`src/rtl/dmem_pkg.sv`:
```
// rtl/dmem_pkg.sv - shared size codes, MMIO offsets and status bit indices for dmem_responder
package dmem_pkg;

    typedef enum logic [1:0] {
        SZ_BYTE = 2'b00,
        SZ_HALF = 2'b01,
        SZ_WORD = 2'b10,
        SZ_RSVD = 2'b11
    } sizeCode_e;

    localparam logic [3:0] OFF_CYCLE  = 4'h0;
    localparam logic [3:0] OFF_CMP    = 4'h4;
    localparam logic [3:0] OFF_STATUS = 4'h8;

    localparam int STAT_TIMER    = 0;
    localparam int STAT_MISALIGN = 1;

endpackage

```
`src/rtl/dmem_store_align.sv`:
```
// rtl/dmem_store_align.sv - maps a right-aligned store onto byte lanes and flags misalignment
module dmem_store_align
    import dmem_pkg::*;
(
    input  logic [1:0]  size,
    input  logic [1:0]  addrLo,
    input  logic [31:0] writeData,
    output logic [3:0]  byteEn,
    output logic [31:0] laneData,
    output logic        misaligned
);

    always_comb begin
        byteEn     = 4'b0000;
        laneData   = writeData;
        misaligned = 1'b0;
        case (size)
            SZ_BYTE: begin
                byteEn   = 4'b0001 << addrLo;
                laneData = {4{writeData[7:0]}};
            end
            SZ_HALF: begin
                laneData = {2{writeData[15:0]}};
                if (addrLo[0]) misaligned = 1'b1;
                else           byteEn = addrLo[1] ? 4'b1100 : 4'b0011;
            end
            SZ_WORD: begin
                if (addrLo != 2'b00) misaligned = 1'b1;
                else                 byteEn = 4'b1111;
            end
            default: misaligned = 1'b1;
        endcase
    end

endmodule

```
`src/rtl/dmem_responder.sv`:
```
// rtl/dmem_responder.sv - zero-wait data memory with MMIO cycle/compare/status window
// Define DMEM_MMIO_TIMER_EN to build the cycle counter, CMP register and timer_irq.
module dmem_responder
    import dmem_pkg::*;
#(
    parameter int          DEPTH_WORDS = 64,
    parameter logic [31:0] MMIO_BASE   = 32'hFFFF_0000
) (
    input  logic        clk,
    input  logic        reset,
    input  logic        MemWriteM,
    input  logic [31:0] ALUResultM,
    input  logic [31:0] WriteDataM,
    input  logic [1:0]  InstrM,
    output logic [31:0] ReadDataM,
    output logic        timer_irq,
    output logic        misaligned_err
);

    localparam int AW = $clog2(DEPTH_WORDS);

    logic [31:0]   mem [DEPTH_WORDS];
    logic [AW-1:0] wordIdx;
    logic [3:0]    mmioOff;
    logic          inWindow;
    logic [3:0]    byteEn;
    logic [31:0]   laneData;
    logic          misaligned;
    logic          regWrite;
    logic          faultSet;
    logic          timerHit;
    logic [1:0]    status;
    logic [1:0]    statusNext;

    assign wordIdx  = ALUResultM[AW+1:2];
    assign mmioOff  = {ALUResultM[3:2], 2'b00};
    assign inWindow = (ALUResultM[31:4] == MMIO_BASE[31:4]);

    dmem_store_align u_align (
        .size       (InstrM),
        .addrLo     (ALUResultM[1:0]),
        .writeData  (WriteDataM),
        .byteEn     (byteEn),
        .laneData   (laneData),
        .misaligned (misaligned)
    );

    // Any sub-word access into the window is a fault even when lane-aligned.
    assign faultSet = MemWriteM && (misaligned || (inWindow && InstrM != SZ_WORD));
    assign regWrite = MemWriteM && inWindow && InstrM == SZ_WORD && !misaligned;

    always_ff @(posedge clk) begin
        if (!reset && MemWriteM && !inWindow) begin
            for (int i = 0; i < 4; i++) begin
                if (byteEn[i]) mem[wordIdx][i*8 +: 8] <= laneData[i*8 +: 8];
            end
        end
    end

`ifdef DMEM_MMIO_TIMER_EN
    logic [31:0] cycle;
    logic [31:0] cmp;

    assign timerHit = (cmp != 32'd0) && (cycle == cmp);

    always_ff @(posedge clk) begin
        if (reset) begin
            cycle <= 32'd0;
            cmp   <= 32'd0;
        end else begin
            cycle <= cycle + 32'd1;
            if (regWrite && mmioOff == OFF_CMP) cmp <= WriteDataM;
        end
    end

    assign timer_irq = status[STAT_TIMER];
`else
    assign timerHit  = 1'b0;
    assign timer_irq = 1'b0;
`endif

    // Sets are applied after the W1C mask so a coincident set wins.
    always_comb begin
        statusNext = status;
        if (regWrite && mmioOff == OFF_STATUS) statusNext = status & ~WriteDataM[1:0];
        if (timerHit) statusNext[STAT_TIMER]    = 1'b1;
        if (faultSet) statusNext[STAT_MISALIGN] = 1'b1;
    end

    always_ff @(posedge clk) begin
        if (reset) status <= 2'b00;
        else       status <= statusNext;
    end

    assign misaligned_err = status[STAT_MISALIGN];

    always_comb begin
        ReadDataM = mem[wordIdx];
        if (inWindow) begin
            ReadDataM = 32'd0;
`ifdef DMEM_MMIO_TIMER_EN
            case (mmioOff)
                OFF_CYCLE:  ReadDataM = cycle;
                OFF_CMP:    ReadDataM = cmp;
                OFF_STATUS: ReadDataM = {30'd0, status};
                default:    ReadDataM = 32'd0;
            endcase
`endif
        end
    end

endmodule

```
`config.mk`:
```
export PLATFORM = sky130hd
export DESIGN_NAME = dmem_responder
export DESIGN_NICKNAME = d
export VERILOG_FILES = /design/src/rtl/dmem_pkg.sv /design/src/rtl/dmem_store_align.sv /design/src/rtl/dmem_responder.sv
export SDC_FILE = /design/constraint.sdc
export NUM_CORES = 2
export LEC_CHECK = 0
export BUFFER_PORTS_ARGS = -buffer_cell sky130_fd_sc_hd__buf_2
export CORE_MARGIN = 10
export CORE_UTILIZATION = 40
export DETAILED_ROUTE_END_ITERATION = 16
export GPL_TIMING_DRIVEN = 0
export PLACE_DENSITY_LB_ADDON = 0.12
export SLEW_MARGIN = 20
export SYNTH_ARGS = -nofsm -noshare
export SYNTH_HDL_FRONTEND = slang
export SYNTH_SLANG_ARGS = --single-unit
```
`constraint.sdc`:
```
create_clock -name clk -period 5.4 [get_ports clk]
set_clock_uncertainty 0.2 [all_clocks]
set_input_delay 0.54 -clock clk [delete_from_list [all_inputs] [get_ports clk]]
set_output_delay 0.54 -clock clk [all_outputs]
set_load 0.02 [all_outputs]
```
==> results.cfg <==
[run_status]
outcome = completed

[cts]
root_buffer = clkbuf_16
cts_max_level = 4
cts.hold.buffers_added = 5
clock_sinks = 2049
cts_setup_buffers = 0
cts_resized = 0
cts_tree = yes
cts_max_path_buffers = 3
worstSkewPairLatency_ns = 0.84
clk_pin_slew_ns = 0.06
cts_made_buffers = 212

[layout]
nets = 4530
drive_gt1_frac = 0.195
design_area_mm2 = 0.0902
multiInputGateArea_mm2 = 0.0160
fillers = 16700
finalNonFillerCells = 7259
area_growth_pct = 14.3
register_area_mm2 = 0.0615

[power]
switchingPower_uw = 7790
p_int_uw = 26100
switching_share = 0.230
p_per_area_mw_per_mm2 = 375
ir_worst_vdd_mv = 0.372
clockPowerShare = 0.413
leakagePower_uw = 0.0280
power_frac_seq = 0.521
p_comb_frac = 0.066

[floorplan]
die_area_mm2 = 0.216
rows = 162
die_x_um = 464
core_mm2 = 0.196
io-pin-count = 103
fp.dieH_um = 464
start_util = 0.404

[logic_synthesis]
synth_common_cells = edfxtp_1 (2048), nor2_1 (355), a221oi_1 (261), mux4_2 (248), mux2i_1 (179)
synthFlopType = edfxtp_1
yosysSeqAreaShare = 0.779
ys_ff_latch = 2049
yosysWarnings = 0
synthTopCellsByArea = edfxtp_1 (78%), mux4_2 (7.1%), a221oi_1 (2.9%)
synthesis.nets = 4182
syn_inst = 4113
synthArstFlopShare = 0
synthDistinctLibCells = 55
synth_top_area_cell = edfxtp_1
synth.most_common_cell = edfxtp_1
synthesis.area_mm2 = 0.0789
avgSynthCellArea_um2 = 19.2
netlist.area_leader.share = 0.779
synth-edff-count = 2048

[place]
place.gp.congestion = 0.948
io_buffer_count = 99
dp.cells = 6866
place_ws_ns = 0.362
place_hpwl_mm = 187
post_dp_cell_area_mm2 = 0.0836

[setup_path]
crit_path_top_delay_cell = nor2_1
crit_top_cell = buf_2
reg2reg_slack_ns = 4.07
cp-start-kind = input pin
cp_cell_sequence = buf_2 -> buf_4 -> inv_2 -> buf_2 -> buf_2 -> mux2i_1 -> o22ai_1 -> nor2_1 -> a41oi_1 -> buf_2
cpPeakStageDelay_ns = 0.87
crit_type = input pin to primary output
critPathRequiredTime_ns = 4.66
endpoint_kind = primary output
cp_max_fo = 10
cp.arrival_ns = 4.31

[routing]
viasPerCell = 6.04
wl_per_cell_um = 37.4
wl_mm = 271
first_pass_iters = 5
ant_nets = 0
drt_iter0_markers = 5650
drc = 0
vias = 43800

[sta]
setup_ws_ns = 0.351
setup-violations-final = 0
drv_slew = 0
rsz0062_at_grt = false
post-route-period-util = 0.935
slew_headroom = 0.134
clock.fmax_ghz = 0.198
hold_ws_ns = 0.0586
fin_crit_ns = 5.05
worst_slew_pin_slew_ns = 1.30
hold_viol = 0

[min_path]
min_path_type = input pin to flop

[grt]
grtUsageTotal = 0.246
antenna_found_initial = 21
grt_max_degree = 69
grt_pass1_wl_mm = 368
grt-ovfl-total = 0
grt_pass1_vias = 43400

[job]
maxCapViolations = 0
kinds of logic after synthesis:
kind of cell	synth area share
other	0.0000475
flip-flops	0.779
buffers and inverters	0.0209
XOR/XNOR	0.000111
multiplexers	0.0962
AO/OA/AOI/OAI	0.0737
AND/OR/NAND/NOR	0.0298
registers in the layout, summed over array words and instances, names as in the netlist:
signal	cells
mem	2048
status	1
final timing paths:
path                                        startpoint                     end  cells past startpoint
worst max-delay path                     ALUResultM[4]           ReadDataM[13]                     10
worst min-delay path                    WriteDataM[31]   mem[35][31]$_DFFE_PP_                      4
worst max register to register  status[1]$_SDFFE_PP0P_  status[1]$_SDFFE_PP0P_                      3
worst min register to register  status[1]$_SDFFE_PP0P_  status[1]$_SDFFE_PP0P_                      3
routing by layer:
metal / vias to the layer above / track usage / wire length, um
met2: 2082 / 0.388 / 127000
met1: 23300 / 0.325 / 109000
met5: - / 0 / 27
met4: 4 / 0.124 / 16000
met3: 505 / 0.0456 / 19400
li1: 17900 / - / -
placed cells by master, fill, tap and decap left out, types with 10 or more instances in the layout:
cell / count
mux2_4: 16
a41oi_1: 32
clkinv_1: 55
a32oi_1: 25
clkbuf_2: 10
a22o_1: 56
buf_16: 16
o31ai_1: 28
buf_4: 41
nor2_2: 24
mux2i_1: 179
o22ai_1: 104
clkbuf_1: 149
buf_2: 210
a221oi_1: 261
buf_6: 36
clkinv_2: 33
edfxtp_1: 2048
nand3_1: 51
clkbuf_16: 216
nor2_1: 333
nand2_1: 116
a22oi_1: 168
bufinv_16: 11
mux4_2: 248
o21ai_0: 44
final cells by class:
class	count	area share
buffer	296	0.0183
clock buffer	272	0.0623
sequential	2049	0.682
tap	2624	0.0364
multi-input combinational	1766	0.177
clock inverter	113	0.00963
timing repair buffer	134	0.0139
inverter	2	0.0000832
antenna	3	0.0000832
critical path, delay by kind of cell:
family	cells	cell delay [ns]
simple gates	1	0.87
buf+inv	6	2.09
mux	1	0.33
compound gates	2	0.42
power groups by stage:
stage	clock (uW)	sequential, uW	combinational [uW]
finish	14000	17600	2230
floorplan	0	18000	1040
global placement	0	18000	2070
global route	14800	17600	2300
detailed placement	0	18000	2210
CTS	14100	17600	2220
per-stage QoR:
step,total power [uW],TNS [ns],utilization
floorplan,19000,0,-
global placement,20100,-2195.30,0.423
detailed placement,20200,0,0.428
CTS,34000,0,0.461
global route,34700,0,0.461
finish,33900,0,0.461
(Power assumes the default switching activity.)
